File: src/rtl/imm_ext_pkg.sv
// Shared encodings for the immediate-extension stage: operand modes and
// the prefix FSM state type.
package imm_ext_pkg;

  typedef enum logic [1:0] {
    IMM_SEXT = 2'b00,
    IMM_ZEXT = 2'b01,
    IMM_PFX  = 2'b10,
    IMM_HIGH = 2'b11
  } imm_mode_e;

  typedef enum logic {
    IDLE     = 1'b0,
    PFX_HELD = 1'b1
  } imm_state_e;

endpackage

File: src/rtl/imm_ext_core.sv
// Combinational extend/place of an immediate operand. The operand is either
// the raw field alone or {pfx, imm} when a held prefix is being joined in;
// the sign bit for SEXT is the MSB of whichever operand is selected.
// Mode PFX never reaches here as a result-producing mode in the prefix build,
// so it shares the SEXT path (which is also its meaning without prefixes).
module imm_ext_core
  import imm_ext_pkg::*;
#(
  parameter int IN_W  = 6,
  parameter int PFX_W = 12,
  parameter int OUT_W = 18
) (
  input  logic [1:0]       mode,
  input  logic [IN_W-1:0]  imm,
  input  logic [PFX_W-1:0] pfx,
  input  logic             use_pfx,
  output logic [OUT_W-1:0] ext
);

  localparam int V_W = PFX_W + IN_W;

  logic [V_W-1:0]   v_long;
  logic [OUT_W-1:0] sext_long, sext_short, zext_long, zext_short, high_val;

  assign v_long     = {pfx, imm};
  assign sext_long  = OUT_W'($signed(v_long));
  assign sext_short = OUT_W'($signed(imm));
  assign zext_long  = OUT_W'(v_long);
  assign zext_short = OUT_W'(imm);
  assign high_val   = zext_short << (OUT_W - IN_W);

  // Select the extended value for the requested mode
  always_comb begin
    ext = '0;
    case (mode)
      IMM_ZEXT: ext = use_pfx ? zext_long : zext_short;
      IMM_HIGH: ext = high_val;
      default:  ext = use_pfx ? sext_long : sext_short;
    endcase
  end

endmodule

File: src/rtl/imm_extend_pipe.sv
// Registered immediate-extension stage between decode and the ALU operand mux.
// Handshake: a side transfers when valid & ready are both high on a rising
// edge; in_ready = !out_valid | out_ready, so the 1-deep output register can
// be refilled in the same cycle it is drained. valid never depends on ready.
// Optional feature macro: IMM_EXT_PFX_EN enables the prefix register, the
// PFX_HELD state and out_pfx_used. Without it mode 10 behaves as SEXT.
module imm_extend_pipe
  import imm_ext_pkg::*;
#(
  parameter int IN_W  = 6,
  parameter int PFX_W = 12,
  parameter int OUT_W = 18
) (
  input  logic             clk,
  input  logic             rst,
  input  logic             flush,
  input  logic             in_valid,
  output logic             in_ready,
  input  logic [IN_W-1:0]  in_imm,
  input  logic [1:0]       in_mode,
  output logic             out_valid,
  input  logic             out_ready,
  output logic [OUT_W-1:0] out_imm,
  output logic             out_pfx_used,
  output imm_state_e       dbg_state
);

  logic             in_fire;
  logic             take_result;
  logic             use_pfx;
  logic [PFX_W-1:0] pfx_q;
  logic [OUT_W-1:0] ext;

  assign in_ready = !out_valid || out_ready;
  assign in_fire  = in_valid && in_ready;

`ifdef IMM_EXT_PFX_EN
  imm_state_e       state_q, state_n;
  logic [PFX_W-1:0] pfx_n;
  logic             is_pfx;

  assign is_pfx    = (in_mode == IMM_PFX);
  // A held prefix joins SEXT/ZEXT operands; HIGH discards it.
  assign use_pfx   = (state_q == PFX_HELD) && !is_pfx && (in_mode != IMM_HIGH);
  assign dbg_state = state_q;

  // Next-state: collect prefixes, release to IDLE on any non-prefix fire
  always_comb begin
    state_n     = state_q;
    pfx_n       = pfx_q;
    take_result = 1'b0;
    case (state_q)
      IDLE: begin
        if (in_fire) begin
          if (is_pfx) begin
            pfx_n   = PFX_W'(in_imm);
            state_n = PFX_HELD;
          end else begin
            take_result = 1'b1;
          end
        end
      end
      PFX_HELD: begin
        if (in_fire) begin
          if (is_pfx) begin
            pfx_n = PFX_W'({pfx_q, in_imm});
          end else begin
            take_result = 1'b1;
            state_n     = IDLE;
          end
        end
      end
      default: state_n = IDLE;
    endcase
  end

  // State and prefix register; flush drops any held prefix
  always_ff @(posedge clk or posedge rst) begin
    if (rst) begin
      state_q <= IDLE;
      pfx_q   <= '0;
    end else if (flush) begin
      state_q <= IDLE;
      pfx_q   <= '0;
    end else begin
      state_q <= state_n;
      pfx_q   <= pfx_n;
    end
  end
`else
  assign pfx_q       = '0;
  assign use_pfx     = 1'b0;
  assign take_result = in_fire;
  assign dbg_state   = IDLE;
`endif

  imm_ext_core #(
    .IN_W  (IN_W),
    .PFX_W (PFX_W),
    .OUT_W (OUT_W)
  ) u_core (
    .mode    (in_mode),
    .imm     (in_imm),
    .pfx     (pfx_q),
    .use_pfx (use_pfx),
    .ext     (ext)
  );

  // Output register: load on a result-producing fire, drop on drain, else hold
  always_ff @(posedge clk or posedge rst) begin
    if (rst) begin
      out_valid    <= 1'b0;
      out_imm      <= '0;
      out_pfx_used <= 1'b0;
    end else if (flush) begin
      out_valid    <= 1'b0;
      out_imm      <= '0;
      out_pfx_used <= 1'b0;
    end else if (take_result) begin
      out_valid    <= 1'b1;
      out_imm      <= ext;
      out_pfx_used <= use_pfx;
    end else if (out_valid && out_ready) begin
      out_valid    <= 1'b0;
    end
  end

endmodule
File: config.mk
export PLATFORM = sky130hd
export DESIGN_NAME = imm_extend_pipe
export DESIGN_NICKNAME = d
export VERILOG_FILES = /design/src/rtl/imm_ext_pkg.sv /design/src/rtl/imm_ext_core.sv /design/src/rtl/imm_extend_pipe.sv
export SDC_FILE = /design/constraint.sdc
export NUM_CORES = 1
export LEC_CHECK = 0
export ABC_AREA = 1
export BUFFER_PORTS_ARGS = -buffer_cell sky130_fd_sc_hd__buf_2
export CAP_MARGIN = 20
export CORE_UTILIZATION = 55
export CTS_CLUSTER_SIZE = 40
export DETAILED_ROUTE_END_ITERATION = 16
export PLACE_DENSITY = 0.94
export SETUP_SLACK_MARGIN = 0.05
export SYNTH_ARGS = -nofsm -noshare
export SYNTH_HDL_FRONTEND = slang
export SYNTH_HIERARCHICAL = 1
export SYNTH_SLANG_ARGS = --single-unit
File: constraint.sdc
create_clock -name clk -period 2.94 [get_ports clk]
set_clock_uncertainty 0.15 [all_clocks]
set_input_delay 0.588 -clock clk [delete_from_list [all_inputs] [get_ports clk]]
set_output_delay 0.588 -clock clk [all_outputs]
set_load 0.02 [all_outputs]
==> impl_metrics.xml, run 1 <==
<?xml version="1.0" encoding="UTF-8"?>
<metrics>
  <group name="power_and_ir_drop">
    <metric name="vdd_ir_drop_max" unit="mV">0.211</metric>
    <metric name="p_per_area" unit="nW/um^2">406</metric>
    <metric name="leakage" unit="uW">0.000823</metric>
  </group>
  <group name="placed_design">
    <metric name="dpl.hpwl" unit="um">1710</metric>
    <metric name="placedCellCount" unit="">204</metric>
    <metric name="dpl_cell_area" unit="sq um">1290</metric>
    <metric name="gpl.final_weighted_congestion" unit="">0.904</metric>
    <metric name="buffer_ports.inserted" unit="">32</metric>
  </group>
  <group name="synth">
    <metric name="synth.cell_area" unit="sq um">1180</metric>
    <metric name="synth-seq-area-share" unit="">0.402</metric>
    <metric name="synth_common_cells" unit="">nand3_1 (34), nand2_1 (24), dfrtp_1 (19)</metric>
    <metric name="ys_seq_elements" unit="">19</metric>
    <metric name="synthDominantAreaCellType" unit="">dfrtp_1</metric>
    <metric name="number_of_enable_flip_flop_cells_after_synthesis" unit="">0</metric>
    <metric name="syn_area_per_cell" unit="sq um">8.34</metric>
    <metric name="asyncSetResetFlopFracSynth" unit="">1.00</metric>
    <metric name="synth_largest_type_area_fraction" unit="">0.402</metric>
    <metric name="warnings_synthesis" unit="">6</metric>
    <metric name="postSynthCellCount" unit="">142</metric>
    <metric name="synth-main-ff-cell" unit="">dfrtp_1</metric>
    <metric name="synthMostInstantiatedCell" unit="">nand3_1</metric>
    <metric name="yosysUniqueCellTypes" unit="">15</metric>
    <metric name="synth_area_leaders" unit="">dfrtp_1 (40%), nand3_1 (14%), nand4_1 (9.5%)</metric>
  </group>
  <group name="floorplan">
    <metric name="die_width" unit="um">48.4</metric>
    <metric name="start_util" unit="">0.591</metric>
    <metric name="placementRows" unit="">16</metric>
    <metric name="io_count" unit="">35</metric>
    <metric name="design.core.area" unit="sq um">2000</metric>
    <metric name="die_area" unit="sq um">2340</metric>
    <metric name="die_h" unit="um">48.4</metric>
  </group>
  <group name="critical_path">
    <metric name="reg2reg_from" unit="">out_valid$_DFFE_PP0P_</metric>
    <metric name="timing.critical_path.max_delay_family" unit="">flip-flops</metric>
    <metric name="r2r_end" unit="">out_imm[0]$_DFFE_PP0P_</metric>
    <metric name="largest_stage_delay_on_the_critical_path" unit="ns">0.40</metric>
    <metric name="critical_path_buf_inv_count" unit="">1</metric>
    <metric name="timing.critical_path.cells" unit="">nand2_2 -&gt; buf_2</metric>
    <metric name="crit_path_top_delay_cell" unit="">dfrtp_1</metric>
    <metric name="worstSetupPathType" unit="">reg2out</metric>
    <metric name="critical_path.max_fanout" unit="">21</metric>
    <metric name="critPathCaptureType" unit="">primary output</metric>
    <metric name="cp_data_arrival_time" unit="ns">1.23</metric>
    <metric name="regToRegSetupSlack" unit="ns">1.49</metric>
    <metric name="critPathLaunchType" unit="">flip-flop</metric>
    <metric name="timing.critical_path.from" unit="">out_valid$_DFFE_PP0P_</metric>
    <metric name="critPathCapture" unit="">in_ready</metric>
    <metric name="worst_r2r_path_depth" unit="">4</metric>
    <metric name="critical_path_depth" unit="">2</metric>
    <metric name="cp.required" unit="ns">2.20</metric>
  </group>
  <group name="clock_network">
    <metric name="cts.repair.resized" unit="">0</metric>
    <metric name="clock_insertion_delay_worst_skew" unit="ns">0.30</metric>
    <metric name="clk_transition_reported_paths" unit="ns">0.10</metric>
    <metric name="cts-buffers-inserted" unit="">3</metric>
    <metric name="cts.root.buffer_cell" unit="">clkbuf_4</metric>
    <metric name="setup_bufs_post_cts" unit="">0</metric>
    <metric name="tritoncts" unit="">done</metric>
    <metric name="hold_buffers" unit="">0</metric>
    <metric name="maximum_clock_path_buffer_count" unit="">2</metric>
    <metric name="clock-sinks" unit="">19</metric>
    <metric name="cts.htree.levels" unit="">1</metric>
  </group>
  <group name="outcome">
    <metric name="status" unit="">finished, final reports clean</metric>
  </group>
  <group name="finish">
    <metric name="final_design_area_no_fill" unit="sq um">1320</metric>
    <metric name="number_of_diodes" unit="">0</metric>
    <metric name="fillCellCount" unit="">162</metric>
    <metric name="share_of_final_layout_standard_cells_stronger_than_drive_strength_1" unit="">0.265</metric>
    <metric name="design.final.nets" unit="">195</metric>
    <metric name="layout-area-overhead-vs-synth" unit="%">11.6</metric>
    <metric name="final_core_utilization" unit="">0.660</metric>
    <metric name="final-instance-count-excl-fill" unit="">208</metric>
    <metric name="multi_input_area" unit="sq um">577</metric>
    <metric name="ff_latch_area" unit="sq um">475</metric>
  </group>
  <group name="routing">
    <metric name="finalWirelength" unit="um">2380</metric>
    <metric name="antenna_violating_nets_left" unit="">0</metric>
    <metric name="post_drt_wl_per_cell" unit="um">11.5</metric>
    <metric name="total_number_of_vias" unit="">1121</metric>
    <metric name="drt_pass1_iterations" unit="">4</metric>
    <metric name="drc" unit="">0</metric>
    <metric name="avg_vias_per_cell" unit="">5.39</metric>
    <metric name="initialDrtViolationCount" unit="">62</metric>
  </group>
  <group name="timing">
    <metric name="timing.final.setup_violations" unit="">0</metric>
    <metric name="finalCritPeriodShare" unit="">0.670</metric>
    <metric name="timing.final.crit_period" unit="ns">1.97</metric>
    <metric name="worst_slew_pin_tran" unit="ns">0.678</metric>
    <metric name="relSlewSlack" unit="">0.548</metric>
    <metric name="timing.final.hold_violations" unit="">0</metric>
    <metric name="final-max-slew-violation-count" unit="">0</metric>
    <metric name="setup_total_negative_slack" unit="ns">0</metric>
    <metric name="fmax" unit="GHz">0.507</metric>
    <metric name="setup_repair_after_global_routing_missed_its_margin" unit="">no</metric>
  </group>
  <group name="global_routing">
    <metric name="grt_pass1_wl" unit="um">3950</metric>
    <metric name="vias_in_the_first_global_route" unit="">918</metric>
    <metric name="grt_use_total" unit="">0.217</metric>
    <metric name="global_route.overflow_total" unit="">0</metric>
    <metric name="grt_start_max_net_pins" unit="">37</metric>
    <metric name="antenna_found_initial" unit="">0</metric>
  </group>
  <group name="worst_hold_path">
    <metric name="path_class_of_the_lowest_slack_min_delay_path" unit="">in2async</metric>
  </group>
  <group name="job">
    <metric name="max-cap-violations" unit="">0</metric>
  </group>
</metrics>
## layout make-up
cell class	instances	area share
clock buffer	4	0.0199
tap	27	0.0256
multi-input combinational	113	0.437
timing repair buffer	32	0.121
sequential	19	0.360
inverter	13	0.0369
## placed cells by master (no fill, tap or decap)
cell type   n
conb_1     18
buf_2      32
nor2_1      6
nand3_1    34
clkbuf_1    1
inv_1      12
dfrtp_1    19
nand2_2     3
a21oi_1     1
nand3_2     9
inv_2       1
nand2_1    24
clkbuf_4    3
nand4_1    18
## power breakdown
part	leakage (uW)	switching, uW	internal [uW]
Combinational	0.000551	87.3	36.9
Sequential	0.000257	7.47	275
Clock	0.0000150	76.0	52.9
Total	0.000823	171	365
## worst min path at each step
| stage | startpoint | to | slack, ns |
|---|---|---|---|
| 2_1_floorplan | rst | out_imm[0]$_DFFE_PP0P_ | 0.39 |
| 3_3_place_gp | out_imm[8]$_DFFE_PP0P_ | out_imm[8]$_DFFE_PP0P_ | 0.33 |
| 3_5_place_dp | out_imm[2]$_DFFE_PP0P_ | out_imm[2]$_DFFE_PP0P_ | 0.33 |
| 4_1_cts | rst | out_imm[11]$_DFFE_PP0P_ | 0.24 |
| 5_1_grt | rst | out_imm[16]$_DFFE_PP0P_ | 0.27 |
| 6_report | rst | out_imm[12]$_DFFE_PP0P_ | 0.22 |
## cells by family (layout without fill, tap and decap cells)
logic type	count (synthesis)	after routing	share of synthesized area
other cells	1	18	0.00317
simple gates	94	94	0.426
buf+inv	27	49	0.165
compound gates	1	1	0.00422
flops	19	19	0.402
## worst register-to-register path, delay by kind of cell, from the launching register on
family,cells,cell delay (ns)
DFF,1,0.40
and+or+nand+nor,4,0.81
## layer usage
metal | wire, um | up-vias | global-route usage
met5 | 0 | - | 0
met4 | 50 | 0 | 0.132
met3 | 155 | 4 | 0.00943
met2 | 1170 | 58 | 0.345
met1 | 1010 | 517 | 0.295
li1 | - | 542 | -
## metrics by stage
step / hold WS (ns) / total power (uW) / worst slack, ns
2_1_floorplan: 0.389 / 390 / 1.34
3_3_place_gp: 0.328 / 405 / 1.02
3_5_place_dp: 0.332 / 409 / 0.981
4_1_cts: 0.240 / 535 / 0.965
5_1_grt: 0.272 / 559 / 0.910
6_report: 0.222 / 536 / 0.969
## state kept, by name, summed over array words and instances, names as in the netlist
signal	flops
out_valid	1
out_imm	18
(Power assumes the default switching activity.)
==> inputs of run 2 (changes only) <==
ABC_AREA = 0   (was 1)
CORE_UTILIZATION = 52   (was 55)
PLACE_DENSITY = 0.89   (was 0.94)
clock period = 2.05 ns   (was 2.94 ns; I/O delays follow)
==> impl_metrics.xml, run 2 <==
<?xml version="1.0" encoding="UTF-8"?>
<metrics>
  <group name="clock_network">
    <metric name="clk_transition_reported_paths" unit="ns">0.11</metric>
    <metric name="cts.htree.levels" unit="">1</metric>
    <metric name="cts-buffers-inserted" unit="">3</metric>
    <metric name="hold_buffers" unit="">0</metric>
    <metric name="cts.repair.resized" unit="">0</metric>
    <metric name="setup_bufs_post_cts" unit="">0</metric>
    <metric name="maximum_clock_path_buffer_count" unit="">2</metric>
    <metric name="tritoncts" unit="">done</metric>
    <metric name="cts.root.buffer_cell" unit="">clkbuf_4</metric>
    <metric name="clock-sinks" unit="">19</metric>
    <metric name="clock_insertion_delay_worst_skew" unit="ns">0.31</metric>
  </group>
  <group name="critical_path">
    <metric name="worst_r2r_path_depth" unit="">4</metric>
    <metric name="crit_path_top_delay_cell" unit="">dfrtp_1</metric>
    <metric name="cp.required" unit="ns">1.49</metric>
    <metric name="cp_data_arrival_time" unit="ns">1.16</metric>
    <metric name="largest_stage_delay_on_the_critical_path" unit="ns">0.42</metric>
    <metric name="critPathCaptureType" unit="">primary output</metric>
    <metric name="critical_path.max_fanout" unit="">19</metric>
    <metric name="regToRegSetupSlack" unit="ns">0.69</metric>
    <metric name="r2r_end" unit="">out_imm[2]$_DFFE_PP0P_</metric>
    <metric name="worstSetupPathType" unit="">reg2out</metric>
    <metric name="critPathLaunchType" unit="">flip-flop</metric>
    <metric name="timing.critical_path.cells" unit="">nand2b_4 -&gt; buf_2</metric>
    <metric name="reg2reg_from" unit="">out_valid$_DFFE_PP0P_</metric>
  </group>
  <group name="synth">
    <metric name="warnings_synthesis" unit="">6</metric>
    <metric name="number_of_enable_flip_flop_cells_after_synthesis" unit="">0</metric>
    <metric name="synth_common_cells" unit="">dfrtp_1 (19), a21bo_1 (18), a21oi_2 (18)</metric>
    <metric name="synthMostInstantiatedCell" unit="">dfrtp_1</metric>
    <metric name="synth.cell_area" unit="sq um">1320</metric>
    <metric name="synth-seq-area-share" unit="">0.361</metric>
    <metric name="synth-main-ff-cell" unit="">dfrtp_1</metric>
    <metric name="postSynthCellCount" unit="">115</metric>
    <metric name="synth_area_leaders" unit="">dfrtp_1 (36%), a21bo_1 (14%), a21oi_2 (12%)</metric>
    <metric name="asyncSetResetFlopFracSynth" unit="">1.00</metric>
    <metric name="synth_largest_type_area_fraction" unit="">0.361</metric>
    <metric name="synthDominantAreaCellType" unit="">dfrtp_1</metric>
    <metric name="ys_seq_elements" unit="">19</metric>
    <metric name="syn_area_per_cell" unit="sq um">11.5</metric>
    <metric name="yosysUniqueCellTypes" unit="">24</metric>
  </group>
  <group name="timing">
    <metric name="finalCritPeriodShare" unit="">0.839</metric>
    <metric name="relSlewSlack" unit="">0.503</metric>
    <metric name="timing.final.crit_period" unit="ns">1.72</metric>
    <metric name="final.setup.worst_slack" unit="ns">0.330</metric>
    <metric name="fmax" unit="GHz">0.581</metric>
    <metric name="timing.final.setup_violations" unit="">0</metric>
    <metric name="final-max-slew-violation-count" unit="">0</metric>
    <metric name="timing.final.hold_violations" unit="">0</metric>
    <metric name="setup_total_negative_slack" unit="ns">0</metric>
    <metric name="worst_slew_pin_tran" unit="ns">0.744</metric>
    <metric name="setup_repair_after_global_routing_missed_its_margin" unit="">no</metric>
  </group>
  <group name="job">
    <metric name="max-cap-violations" unit="">0</metric>
  </group>
  <group name="worst_hold_path">
    <metric name="path_class_of_the_lowest_slack_min_delay_path" unit="">in2async</metric>
  </group>
  <group name="finish">
    <metric name="final-instance-count-excl-fill" unit="">185</metric>
    <metric name="number_of_flip_flops_in_the_largest_register" unit="">18</metric>
    <metric name="share_of_final_layout_standard_cells_stronger_than_drive_strength_1" unit="">0.535</metric>
    <metric name="mostFrequentLayoutCells" unit="">buf_2 (32), dfrtp_1 (19), a21bo_1 (18), a21oi_2 (18), conb_1 (17)</metric>
    <metric name="design.final.nets" unit="">171</metric>
    <metric name="max_flop_register" unit="">out_imm</metric>
    <metric name="layout-area-overhead-vs-synth" unit="%">13.3</metric>
    <metric name="fillCellCount" unit="">193</metric>
    <metric name="number_of_diodes" unit="">0</metric>
    <metric name="layout_commonest_cell" unit="">buf_2</metric>
    <metric name="layout_top_registers" unit="">out_imm (18), out_valid (1)</metric>
  </group>
  <group name="global_routing">
    <metric name="antenna_found_initial" unit="">0</metric>
    <metric name="global_route.overflow_total" unit="">0</metric>
    <metric name="grt_pass1_wl" unit="um">4540</metric>
    <metric name="grt_start_max_net_pins" unit="">21</metric>
    <metric name="grt_use_total" unit="">0.228</metric>
    <metric name="vias_in_the_first_global_route" unit="">1027</metric>
  </group>
  <group name="routing">
    <metric name="total_number_of_vias" unit="">982</metric>
    <metric name="drt_pass1_iterations" unit="">3</metric>
    <metric name="drc" unit="">0</metric>
    <metric name="antenna_violating_nets_left" unit="">0</metric>
    <metric name="avg_vias_per_cell" unit="">5.31</metric>
    <metric name="finalWirelength" unit="um">2650</metric>
    <metric name="post_drt_wl_per_cell" unit="um">14.3</metric>
    <metric name="initialDrtViolationCount" unit="">7</metric>
  </group>
  <group name="floorplan">
    <metric name="die_area" unit="sq um">2740</metric>
    <metric name="placementRows" unit="">17</metric>
    <metric name="start_util" unit="">0.574</metric>
    <metric name="die_h" unit="um">52.3</metric>
    <metric name="design.core.area" unit="sq um">2300</metric>
    <metric name="die_width" unit="um">52.3</metric>
    <metric name="io_count" unit="">35</metric>
  </group>
  <group name="power_and_ir_drop">
    <metric name="p_per_area" unit="nW/um^2">549</metric>
    <metric name="vdd_ir_drop_max" unit="mV">0.270</metric>
    <metric name="leakage" unit="uW">0.000734</metric>
  </group>
  <group name="placed_design">
    <metric name="buffer_ports.inserted" unit="">32</metric>
    <metric name="gpl.final_weighted_congestion" unit="">0.758</metric>
    <metric name="placedCellCount" unit="">181</metric>
    <metric name="dp_slack" unit="ns">0.468</metric>
    <metric name="dpl.hpwl" unit="um">1830</metric>
  </group>
  <group name="outcome">
    <metric name="status" unit="">finished, final reports clean</metric>
  </group>
</metrics>
run 2: changes by cell type in the layout (fill, tap and decap cells not counted), moves of 3 or more:
cell and change:
nand2_1 -24, a21bo_1 +18, nand4_1 -18, a21o_2 +6, and2_2 +7, a21oi_2 +18
buf_4 +3, a221o_1 +3, nor2_1 -6, nand3_1 -24, inv_1 -10
run 2: worst max-delay path by stage:
| stage | startpoint | endpoint | cells after the start |
|---|---|---|---|
| after global routing | out_valid$_DFFE_PP0P_ | in_ready | 2 |
| after CTS | out_valid$_DFFE_PP0P_ | in_ready | 2 |
| after floorplan | out_valid$_DFFE_PP0P_ | in_ready | 3 |
| after detailed placement | in_mode[0] | out_imm[16]$_DFFE_PP0P_ | 5 |
| after global placement | in_mode[0] | out_imm[16]$_DFFE_PP0P_ | 5 |
| final | out_valid$_DFFE_PP0P_ | in_ready | 2 |
run 2: report_power, final:
part           internal (uW)  switching [uW]
sequential               394            10.0
clock                   76.1             125
combinational           87.9             127
total                    558             262
run 2: cell type report:
| type | count | area, sq um | share of cell area |
|---|---|---|---|
| tap | 28 | 35.0 | 0.0235 |
| clock buffer | 4 | 26.3 | 0.0176 |
| sequential | 19 | 475 | 0.319 |
| multi-input combinational | 96 | 746 | 0.500 |
| inverter | 2 | 7.51 | 0.00503 |
| timing repair buffer | 36 | 203 | 0.136 |
run 2: kinds of logic (layout without fill, tap and decap cells):
logic type             Yosys count  in the layout  share of synthesized area
AO/OA/AOI/OAI                   50             50                      0.351
AND/OR/NAND/NOR                 29             29                      0.166
flip-flops                      19             19                      0.361
buffers and inverters           16             42                      0.119
other                            1             17                    0.00285
run 2: worst max-delay path: cells and delay by family, from the launching register on:
kind,cells,cell delay (ns)
buffers and inverters,1,0.21
flip-flops,1,0.42
AND/OR/NAND/NOR,1,0.22
run 2: per-layer routing:
layer | global-route usage | part of all wire | vias up
met3 | 0.0145 | 0.022 | 7
met1 | 0.270 | 0.41 | 475
met5 | 0 | 0 | -
met4 | 0.140 | 0.029 | 0
met2 | 0.399 | 0.54 | 21
li1 | - | - | 479
run 2: stage by stage:
stage               utilization  total power [uW]  hold slack [ns]  area (sq um)
global route              0.650               857            0.116          1490
floorplan                     -               589            0.211          1380
CTS                       0.650               820           0.0870          1490
global placement          0.638               618            0.395          1470
detailed placement        0.638               624            0.424          1470
finish                    0.650               820           0.0582          1490
